**src/rtl/mger_pkg.sv**
```systemverilog
// Shared constants and types for the MGER multiplier front end and its
// error-recovery stage.
package mger_pkg;

  localparam int OP_W            = 8;
  localparam int RES_W           = 16;
  localparam int APPROX_COLS_DEF = 12;
  localparam int CNT_W           = 4;
  localparam int OP_IDX_W        = 3;

  typedef struct packed {
    logic             or_bit;
    logic             multi_flag;
    logic [CNT_W-1:0] count;
  } col_t;

  typedef col_t [RES_W-1:0] cols_t;

  function automatic col_t col_summary(input logic [CNT_W-1:0] cnt);
    col_t c;
    c.or_bit     = (cnt != '0);
    c.multi_flag = (cnt > CNT_W'(1));
    c.count      = cnt;
    return c;
  endfunction

endpackage

```
**src/rtl/mger_pp_column.sv**
```systemverilog
// Population count of the partial products a[j]&b[i] that land in one
// result column (i+j == COL), summarised as {or_bit, multi_flag, count}.
module mger_pp_column
  import mger_pkg::*;
#(
  parameter int COL = 0
) (
  input  logic [OP_W-1:0] a,
  input  logic [OP_W-1:0] b,
  output col_t            col
);

  logic [CNT_W-1:0] cnt;

  always_comb begin
    cnt = '0;
    for (int i = 0; i < OP_W; i++) begin
      if ((COL - i) >= 0 && (COL - i) < OP_W) begin
        cnt = cnt + CNT_W'(a[OP_IDX_W'(COL - i)] & b[i]);
      end
    end
  end

  assign col = col_summary(cnt);

endmodule

```
**src/rtl/mger_pp_reduce.sv**
```systemverilog
// Two-stage partial-product reduction: exact product, or an OR-compressed low
// part with an error vector plus an exact high part, for the recovery stage.
module mger_pp_reduce
  import mger_pkg::*;
#(
  parameter int APPROX_COLS = APPROX_COLS_DEF
) (
  input  logic             clk,
  input  logic             rst_n,
  input  logic             in_valid,
  output logic             in_ready,
  input  logic [OP_W-1:0]  a,
  input  logic [OP_W-1:0]  b,
  input  logic             approx_en,
  output logic             out_valid,
  input  logic             out_ready,
  output logic [RES_W-1:0] s,
  output logic [RES_W-1:0] e
);

  cols_t            cols_p0;
  logic [OP_W-1:0]  a_p1_q, a_p1_d;
  logic [OP_W-1:0]  b_p1_q, b_p1_d;
  logic             mode_p1_q, mode_p1_d;
  cols_t            cols_p1_q, cols_p1_d;
  logic             vld_p1_q, vld_p1_d;
  logic             vld_p2_q, vld_p2_d;
  logic [RES_W-1:0] s_q, s_d;
  logic [RES_W-1:0] e_q, e_d;
  logic             adv_p2, load_p1, load_p2;

  // Low columns carry only their OR; high columns are summed exactly with no
  // carry-in from below, so their low bits stay zero and never collide.
  function automatic logic [RES_W-1:0] approx_sum(input cols_t c);
    logic [RES_W-1:0] acc;
    acc = '0;
    for (int k = 0; k < RES_W; k++) begin
      if (k < APPROX_COLS) acc[k] = c[k].or_bit;
      else acc = acc + (RES_W'(c[k].count) << k);
    end
    return acc;
  endfunction

  function automatic logic [RES_W-1:0] approx_err(input cols_t c);
    logic [RES_W-1:0] err;
    err = '0;
    for (int k = 0; k < RES_W; k++) begin
      if (k < APPROX_COLS) err[k] = c[k].multi_flag;
    end
    return err;
  endfunction

  for (genvar k = 0; k < RES_W; k++) begin : g_col
    mger_pp_column #(.COL(k)) u_col (
      .a  (a),
      .b  (b),
      .col(cols_p0[k])
    );
  end

  assign adv_p2    = !vld_p2_q || out_ready;
  assign in_ready  = !vld_p1_q || adv_p2;
  assign load_p1   = in_valid && in_ready;
  assign load_p2   = vld_p1_q && adv_p2;
  assign out_valid = vld_p2_q;
  assign s         = s_q;
  assign e         = e_q;

  always_comb begin
    vld_p1_d  = in_ready ? in_valid : vld_p1_q;
    vld_p2_d  = adv_p2 ? vld_p1_q : vld_p2_q;
    a_p1_d    = a_p1_q;
    b_p1_d    = b_p1_q;
    mode_p1_d = mode_p1_q;
    cols_p1_d = cols_p1_q;
    if (load_p1) begin
      a_p1_d    = a;
      b_p1_d    = b;
      mode_p1_d = approx_en;
      cols_p1_d = cols_p0;
    end
  end

  always_comb begin
    s_d = s_q;
    e_d = e_q;
    if (load_p2) begin
      if (mode_p1_q) begin
        s_d = approx_sum(cols_p1_q);
        e_d = approx_err(cols_p1_q);
      end else begin
        s_d = RES_W'(a_p1_q) * RES_W'(b_p1_q);
        e_d = '0;
      end
    end
  end

  // Stage 1 boundary: operands, mode and column summaries.
  always_ff @(posedge clk) begin
    a_p1_q    <= a_p1_d;
    b_p1_q    <= b_p1_d;
    mode_p1_q <= mode_p1_d;
    cols_p1_q <= cols_p1_d;
  end

  // Stage 2 boundary: s/e are cleared too so reset leaves the outputs at zero.
  always_ff @(posedge clk or negedge rst_n) begin
    if (!rst_n) begin
      vld_p1_q <= 1'b0;
      vld_p2_q <= 1'b0;
      s_q      <= '0;
      e_q      <= '0;
    end else begin
      vld_p1_q <= vld_p1_d;
      vld_p2_q <= vld_p2_d;
      s_q      <= s_d;
      e_q      <= e_d;
    end
  end

endmodule

```
**config.mk**
```make
export PLATFORM = sky130hd
export DESIGN_NAME = mger_pp_reduce
export DESIGN_NICKNAME = d
export VERILOG_FILES = /design/src/rtl/mger_pkg.sv /design/src/rtl/mger_pp_column.sv /design/src/rtl/mger_pp_reduce.sv
export SDC_FILE = /design/constraint.sdc
export NUM_CORES = 1
export LEC_CHECK = 0
export CAP_MARGIN = 20
export CORE_ASPECT_RATIO = 1.75
export CORE_MARGIN = 4
export CORE_UTILIZATION = 60
export CTS_CLUSTER_SIZE = 20
export DETAILED_ROUTE_END_ITERATION = 7
export PLACE_DENSITY = 0.91
export SYNTH_ARGS = -nofsm -noshare
export SYNTH_HDL_FRONTEND = slang
export SYNTH_SLANG_ARGS = --single-unit
export TNS_END_PERCENT = 30
```
**constraint.sdc**
```tcl
create_clock -name clk -period 9.4 [get_ports clk]
set_clock_uncertainty 0.15 [all_clocks]
set_input_delay 1.88 -clock clk [delete_from_list [all_inputs] [get_ports clk]]
set_output_delay 1.88 -clock clk [all_outputs]
set_load 0.01 [all_outputs]
```
==> impl_metrics.json, run 1 <==
{
  "synth_edf_count": 37,
  "syn_area_sq_um": 4920,
  "tightest_slew_ps": 919,
  "power_leakage_uw": 0.00272,
  "synth_flop_cell": "edfxtp_1",
  "r2r-end": "s[14]",
  "cp-end-kind": "output port",
  "critPathMaxStageDelay_ps": 560,
  "dp_hpwl_mm": 8.29,
  "min-delay-start": "e[8]",
  "fmax_mhz": 197,
  "crit_top_cell": "clkdlybuf4s50_1",
  "reg2reg_slack_ps": 4700,
  "path_class": "in2out",
  "hp-class": "reg2reg",
  "nFillCells": 539,
  "cts_resized": 0,
  "path_delay_family": "buffers and inverters",
  "synthArstFlopShare": 0.422,
  "reg2reg_from": "b_p1_q[7]",
  "p_per_area_nw_per_um2": 217,
  "synth_top_cell_by_area": "edfxtp_1",
  "path_cells": "clkdlybuf4s50_1, nand3b_1, clkdlybuf4s50_1",
  "reg2regPathDepth": 14,
  "rows": 43,
  "maxCapViolCount": 0,
  "hold_depth": 2,
  "post_cts_buffers": 0,
  "wl_per_cell_um": 18.1,
  "avgSynthCellArea_sq_um": 10.3,
  "drc": 0,
  "numCtsBuffers": 9,
  "setup_viol_count_final": 0,
  "start_kind": "input port",
  "grt_use_total": 0.246,
  "relSlewSlack": 0.387,
  "initial_core_util": 0.618,
  "outcome": "complete, no violations",
  "core_area_sq_um": 7960,
  "rsz0062_at_grt": "no",
  "clockBufferDepth": 2,
  "grt_pass1_wl_mm": 18.4,
  "yosys-top-cells-area": "edfxtp_1 23%, fa_1 17%, dfrtp_1 14%",
  "post-route-period-util": 0.539,
  "hold_viol": 0,
  "cts_tree": "yes",
  "grt_max_degree": 47,
  "hold_buffers": 0,
  "cp_max_fo": 3,
  "ir_drop_mv": 0.213,
  "place.gp.congestion": 0.872,
  "synth.yosys.seq_area_share": 0.363,
  "synth_top_cell_area_share": 0.226,
  "die_y_um": 128,
  "io_pins": 55,
  "cts_num_sinks": 64,
  "io_buffers": 47,
  "antenna_found_initial": 0,
  "htree_num_levels": 3,
  "fin_tns_setup_ps": 0,
  "crit_required_ps": 7370,
  "via_per_inst": 5.79,
  "yosysMostFrequentCell": "nand2_1",
  "crit_path_top_delay_cell": "clkdlybuf4s50_1",
  "syn_to_final_growth_pct": 16.7,
  "die_x_um": 76.5,
  "routed-via-count": 3617,
  "nNetsFinal": 645,
  "antenna_left": 0,
  "first_pass_iters": 5,
  "overflow": 0,
  "clock_tree.root_cell": "clkbuf_16",
  "clk_latency_ps": 330,
  "drt_iter0_markers": 258,
  "clk_pin_slew_ps": 50,
  "final_util": 0.722,
  "grt_pass1_vias": 3905,
  "fin_crit_ps": 5070,
  "antennaDiodeCount": 0,
  "layout-drive-gt1-share": 0.0411,
  "ys_seq_elements": 64,
  "yosysWarnings": 0,
  "routed_wl_mm": 11.3,
  "timing.hold.worst_endpoint": "e[8]",
  "path_buf_inv": 2,
  "dieArea_sq_um": 9780,
  "synth_cells": 478,
  "crit_arrival_ps": 3040,
  "final-max-slew-violation-count": 0,
  "ys_types": 36,
  "ys_top_cells_by_count": "72 x nand2_1, 70 x inv_1, 66 x and2_1"
}
==> logic make-up after synthesis <==
group / synth area share
other: 0.000761
AND/OR/NAND/NOR: 0.165
AO/OA/AOI/OAI: 0.0699
buffers and inverters: 0.0716
multiplexers: 0.00610
flip-flops: 0.363
adder cells (fa/ha/maj): 0.304
XOR/XNOR: 0.0196
==> flip-flops by register name, indices dropped and copies added, names as in the netlist <==
signal     cells
mode_p1_q      1
e              9
vld_p1_q       1
a_p1_q         8
out_valid      1
s             16
cols_p1_q     20
b_p1_q         8
==> cell type report <==
cell class	instances	area, sq um	area share
Clock buffer	11	254	0.0442
Clock inverter	5	31.3	0.00544
Inverter	70	263	0.0457
Multi-Input combinational cell	335	2810	0.488
Sequential cell	64	1790	0.311
Tap cell	90	113	0.0196
Timing Repair Buffer	50	493	0.0858
==> cells in the final DEF (no fill, tap or decap), drive strengths merged, types with 6 or more instances in the layout <==
| cell | n |
|---|---|
| nand2 | 72 |
| inv | 70 |
| and2 | 66 |
| ha | 51 |
| clkdlybuf4s50 | 47 |
| fa | 43 |
| edfxtp | 37 |
| dfrtp | 27 |
| o21ai | 27 |
| a21oi | 16 |
| clkbuf | 11 |
| nor2 | 9 |
| conb | 7 |
| xor2 | 6 |
==> through the flow <==
stage / instance area (sq um) / total power [uW] / setup WS, ps / hold slack (ps) / std cells
finish: 5750 / 1250 / 4330 / 332 / 625
global route: 5750 / 1320 / 4310 / 365 / 625
CTS: 5750 / 1250 / 4330 / 331 / 625
detailed placement: 5460 / 916 / 4330 / 319 / 609
global placement: 5460 / 889 / 4350 / 316 / 609
floorplan: 4950 / 730 / 5130 / 307 / 484
==> how the worst max path moves through the flow <==
stage	endpoint	slack [ps]	from	cells past startpoint
after CTS	in_ready	4330	out_ready	3
after global placement	in_ready	4350	out_ready	3
after floorplan	s[14]	5130	a_p1_q[2]	14
final	in_ready	4330	out_ready	3
after detailed placement	in_ready	4330	out_ready	3
after global routing	in_ready	4310	out_ready	3
==> tightest hold or removal path: stages, from the launching register on <==
cell and delay (ps):
dfrtp_1 340, nand2_1 50, o21ai_0 60
==> per-layer routing <==
metal / wire length (um) / GRT usage / vias to the layer above
met5: 0 / 0 / -
met2: 6280 / 0.453 / 121
li1: - / - / 1637
met1: 3930 / 0.246 / 1816
met4: 663 / 0.177 / 0
met3: 447 / 0.0429 / 43
==> where the power goes <==
| group | switching (uW) | internal (uW) |
|---|---|---|
| Clock | 124 | 193 |
| Sequential | 34.0 | 346 |
| Combinational | 310 | 239 |
| Total | 467 | 778 |
No activity file was read; power rests on OpenSTA's default activity.
==> run 2, diff against run 1 <==
--- a/config.mk
+++ b/config.mk
@@ -8,10 +8,10 @@
 export CAP_MARGIN = 20
 export CORE_ASPECT_RATIO = 1.75
 export CORE_MARGIN = 4
-export CORE_UTILIZATION = 60
+export CORE_UTILIZATION = 58
 export CTS_CLUSTER_SIZE = 20
 export DETAILED_ROUTE_END_ITERATION = 7
-export PLACE_DENSITY = 0.91
+export PLACE_DENSITY = 0.89
 export SYNTH_ARGS = -nofsm -noshare
 export SYNTH_HDL_FRONTEND = slang
 export SYNTH_SLANG_ARGS = --single-unit
==> constraint.sdc (replaced) <==
create_clock -name clk -period 5.1 [get_ports clk]
set_clock_uncertainty 0.15 [all_clocks]
set_input_delay 1.02 -clock clk [delete_from_list [all_inputs] [get_ports clk]]
set_output_delay 1.02 -clock clk [all_outputs]
set_load 0.01 [all_outputs]
==> run 2 against run 1 <==
Hold slack worse by 4.8 ps. Combinational power up 77%. Cell count is 4.0% higher. Non-clock buffer count unchanged. Via count is 4.4% lower. Sequential power grew 83%. Power grew 84%. Utilization down 2.4 points. Routed wire length is 3.0% lower. Worst setup slack worse by 3800 ps. Clock-buffer cell count fell by 2. Critical path type is now reg2reg. Highest routed layer unchanged.
==> impl_metrics.json, run 2 (same netlist as run 1, synthesis figures left out) <==
{
  "outcome": "complete, no violations",
  "crit_required_ps": 5210,
  "grt_pass1_vias": 3771,
  "grt_pass1_wl_mm": 18.3,
  "layout-drive-gt1-share": 0.0430,
  "critPathMaxStageDelay_ps": 540,
  "largest_reg_flops": 20,
  "initial_core_util": 0.592,
  "htree_num_levels": 3,
  "p_per_area_nw_per_um2": 395,
  "min-delay-start": "e[2]",
  "wl_met3_um": 386,
  "top_layer_used": "met4",
  "io_pins": 55,
  "crit_arrival_ps": 4640,
  "routed-via-count": 3457,
  "drc": 0,
  "first_pass_iters": 4,
  "final-max-slew-violation-count": 0,
  "io_buffers": 47,
  "dieArea_sq_um": 10100,
  "die_y_um": 130,
  "hold_buffers": 0,
  "start_kind": "flip-flop",
  "crit_path_top_delay_cell": "fa_1",
  "fmax_mhz": 221,
  "hold_viol": 0,
  "hp-class": "reg2reg",
  "relSlewSlack": 0.421,
  "multi_input_area_sq_um": 2810,
  "core_area_sq_um": 8310,
  "regArea_sq_um": 1790,
  "cts_num_sinks": 64,
  "cp-end-kind": "flip-flop",
  "antenna_found_initial": 0,
  "mostFrequentLayoutCells": "72 x nand2_1, 70 x inv_1, 66 x and2_1",
  "dp_hpwl_mm": 8.75,
  "path_class": "reg2reg",
  "crit_top_cell": "fa_1",
  "cts_resized": 0,
  "dr_wl_met2_mm": 6.21,
  "startpoint": "b_p1_q[7]",
  "final_common_cell": "nand2_1",
  "rsz0062_at_grt": "no",
  "numCtsBuffers": 9,
  "via_per_inst": 5.32,
  "path_buf_inv": 2,
  "fin_crit_ps": 4520,
  "wl_per_cell_um": 16.9,
  "whs_ps": 327,
  "place.gp.congestion": 0.907,
  "rows": 44,
  "max_flop_register": "cols_p1_q",
  "path_delay_family": "adder cells",
  "fin_tns_setup_ps": 0,
  "clock_tree.root_cell": "clkbuf_16",
  "cp_max_fo": 8,
  "clk_pin_slew_ps": 60,
  "die_x_um": 77.7,
  "nFillCells": 598,
  "tightest_slew_ps": 868,
  "overflow": 0,
  "reg2reg_slack_ps": 580,
  "dpl.cell_count": 634,
  "grt_use_total": 0.241,
  "path_cells": "and2_1, fa_1, fa_1, fa_1, inv_1, fa_1, inv_1, ha_1, a21o_1, a21oi_1, a311oi_2, a41oi_1, xor2_1, o21ai_1",
  "setup_viol_count_final": 0,
  "clk_latency_ps": 340,
  "power_leakage_uw": 0.00272,
  "post-route-period-util": 0.887,
  "grt_max_degree": 47,
  "nNetsFinal": 645,
  "cts_tree": "yes",
  "antenna_left": 0,
  "routed_wl_mm": 11.0,
  "syn_to_final_growth_pct": 17.7,
  "reg2reg_from": "b_p1_q[7]",
  "post_cts_buffers": 0,
  "wirelength_met1_mm": 3.72,
  "ir_drop_mv": 0.346,
  "maxCapViolCount": 0,
  "instances_no_fill": 650,
  "antennaDiodeCount": 0,
  "drt_iter0_markers": 155,
  "clockBufferDepth": 2
}
-- run 2: cell count changes in the layout (fill, tap and decap cells not counted), sizes merged --
| cell | change |
|---|---|
| bufinv | +1 |
| clkbuf | -2 |
| clkinv | -3 |
| clkinvlp | +2 |
| inv | +2 |
-- run 2: final timing paths --
kind / to / cells past startpoint
setup / recovery: s[14] / 14
hold / removal: e[2] / 2
setup reg to reg: s[14] / 14
hold reg to reg: e[2] / 2
max in group asynchronous: s[3] / 2
min in group asynchronous: s[14] / 2
-- run 2: worst reg2reg max path, stage by stage (launching register included) --
cell,delay [ps]
edfxtp_1,490
and2_1,200
fa_1,510
fa_1,530
fa_1,540
inv_1,50
fa_1,530
inv_1,40
ha_1,370
a21o_1,170
a21oi_1,50
a311oi_2,320
a41oi_1,180
xor2_1,170
o21ai_1,130
-- run 2: metal layers --
metal	track usage	vias to the layer above
li1	-	1626
met1	0.242	1678
met2	0.453	116
met3	0.0373	37
met4	0.161	0
met5	0	-
-- run 2: area by class of cell --
cell class / count / share of cell area
clock inverters: 7 / 0.0136
multi-input cells: 335 / 0.484
repair buffers: 50 / 0.0850
well taps: 115 / 0.0248
clock buffers: 9 / 0.0388
flip-flops and latches: 64 / 0.308
inverters: 70 / 0.0453
-- run 2: where the power goes --
group / switching [uW] / leakage (uW) / internal [uW]
Sequential: 58.1 / 0.000701 / 637
Clock: 237 / 0.000139 / 382
Combinational: 534 / 0.00188 / 440
-- run 2: through the flow --
step / setup slack (ps) / cell area, sq um / total power, uW / util
final: 578 / 5800 / 2290 / 0.697
after global routing: 332 / 5800 / 2460 / 0.697
after CTS: 562 / 5800 / 2310 / 0.697
after detailed placement: 554 / 5490 / 1680 / 0.661
after global placement: 631 / 5490 / 1640 / 0.661
after floorplan: 830 / 4950 / 1350 / -
==> run 3, diff against run 2 <==
--- a/config.mk
+++ b/config.mk
@@ -5,12 +5,14 @@
 export SDC_FILE = /design/constraint.sdc
 export NUM_CORES = 1
 export LEC_CHECK = 0
+export ABC_AREA = 0
 export CAP_MARGIN = 20
 export CORE_ASPECT_RATIO = 1.75
 export CORE_MARGIN = 4
 export CORE_UTILIZATION = 58
 export CTS_CLUSTER_SIZE = 20
 export DETAILED_ROUTE_END_ITERATION = 7
+export MAX_ROUTING_LAYER = met4
 export PLACE_DENSITY = 0.89
 export SYNTH_ARGS = -nofsm -noshare
 export SYNTH_HDL_FRONTEND = slang
==> run 3 against run 2 <==
Hold slack improved by 3.4 ps. Non-clock buffer count did not move. Critical endpoint is now s[13]. Power rose by 3.6%.
==> impl_metrics.json, run 3 (same netlist as run 1, synthesis figures left out) <==
{
  "nFillCells": 610,
  "mostFrequentLayoutCells": "72 x nand2_1, 70 x inv_1, 66 x and2_1",
  "antenna_found_initial": 0,
  "rows": 44,
  "largest_reg_flops": 20,
  "initial_core_util": 0.592,
  "cts_num_sinks": 64,
  "clk_latency_ps": 330,
  "outcome": "complete, no violations",
  "p_total_uw": 2370,
  "rsz0062_at_grt": "no",
  "post_cts_buffers": 0,
  "overflow": 0,
  "hp-class": "reg2reg",
  "drt_iter0_markers": 171,
  "grt_max_degree": 47,
  "wl_per_cell_um": 17.6,
  "max_flop_register": "cols_p1_q",
  "fmax_mhz": 219,
  "io_buffers": 47,
  "start_kind": "flip-flop",
  "io_pins": 55,
  "ir_drop_mv": 0.262,
  "layout-drive-gt1-share": 0.0430,
  "post-route-period-util": 0.895,
  "die_x_um": 77.7,
  "via_per_inst": 5.40,
  "crit_arrival_ps": 4630,
  "switching_share": 0.362,
  "pwr-share-seq": 0.294,
  "dieArea_sq_um": 10100,
  "p_per_area_nw_per_um2": 407,
  "path_class": "reg2reg",
  "hold_viol": 0,
  "drc": 0,
  "p_int_uw": 1510,
  "place.gp.congestion": 0.891,
  "routed-via-count": 3507,
  "final-max-slew-violation-count": 0,
  "tightest_slew_ps": 896,
  "grt_pass1_vias": 3811,
  "relSlewSlack": 0.402,
  "clkPwrFrac": 0.287,
  "nNetsFinal": 645,
  "fin_tns_setup_ps": 0,
  "htree_num_levels": 3,
  "cts_resized": 0,
  "clock_tree.root_cell": "clkbuf_16",
  "fin_crit_ps": 4560,
  "antennaDiodeCount": 0,
  "pwr-share-comb": 0.419,
  "power.switching_uw": 859,
  "clockBufferDepth": 2,
  "setup_viol_count_final": 0,
  "grt_pass1_wl_mm": 18.3,
  "first_pass_iters": 4,
  "core_area_sq_um": 8310,
  "cp-end-kind": "flip-flop",
  "hold_buffers": 0,
  "crit_required_ps": 5170,
  "final_util": 0.700,
  "numCtsBuffers": 9,
  "routed_wl_mm": 11.5,
  "grt_use_total": 0.248,
  "maxCapViolCount": 0,
  "syn_to_final_growth_pct": 18.2,
  "clk_pin_slew_ps": 60,
  "die_y_um": 130,
  "cp_max_fo": 8,
  "cts_tree": "yes",
  "antenna_left": 0,
  "power_leakage_uw": 0.00274,
  "dp_hpwl_mm": 8.90,
  "final_common_cell": "nand2_1"
}
run 3: cell types whose count changed in the layout (fill, tap and decap cells not counted):
| cell | change |
|---|---|
| clkinv_4 | +1 |
| bufinv_16 | +1 |
| clkinvlp_4 | -2 |
run 3: cell type report:
type                            count  area [sq um]  area share
Multi-Input combinational cell    335          2810       0.482
Sequential cell                    64          1790       0.307
Timing Repair Buffer               50           493      0.0847
Inverter                           70           263      0.0451
Clock buffer                        9           225      0.0387
Tap cell                          115           144      0.0247
Clock inverter                      7           103      0.0176
run 3: metal layers:
layer  global-route usage  wire [um]
met1                0.239       3860
met2                0.471       6670
met3               0.0318        412
met4                0.131        520
met5                    -          0
run 3: worst max-delay path: stages, from the launching register on:
cell and delay [ps]:
edfxtp_1 500, and2_1 210, fa_1 530, fa_1 530, fa_1 550, inv_1 60
fa_1 530, inv_1 40, ha_1 350, nand2_1 80, a211oi_1 270, o21ai_1 190
o21bai_1 240, xnor2_1 140, o21ai_0 80
run 3: power groups by stage:
stage | combinational, uW | clock (uW) | sequential, uW
after global placement | 942 | 0 | 701
after global routing | 1100 | 707 | 707
final | 993 | 680 | 696
after detailed placement | 978 | 0 | 705
after CTS | 1000 | 685 | 696
after floorplan | 635 | 0 | 711
run 3: per-stage QoR:
step,instances,area (sq um),worst slack [ps],hold WS [ps]
4_1_cts,650,5820,512,338
5_1_grt,650,5820,360,364
3_3_place_gp,634,5490,635,315
2_1_floorplan,484,4950,830,307
6_report,650,5820,536,330
3_5_place_dp,634,5490,563,324
run 3: worst paths after layout:
kind                           start     to  slack, ps  cells past startpoint
min in group asynchronous      rst_n   s[2]        910                      2
setup / recovery           b_p1_q[7]  s[13]        540                     14
setup reg to reg           b_p1_q[7]  s[13]        540                     14
max in group asynchronous      rst_n   e[1]       3620                      2
hold / removal                  s[4]   s[4]        330                      2
hold reg to reg                 s[4]   s[4]        330                      2
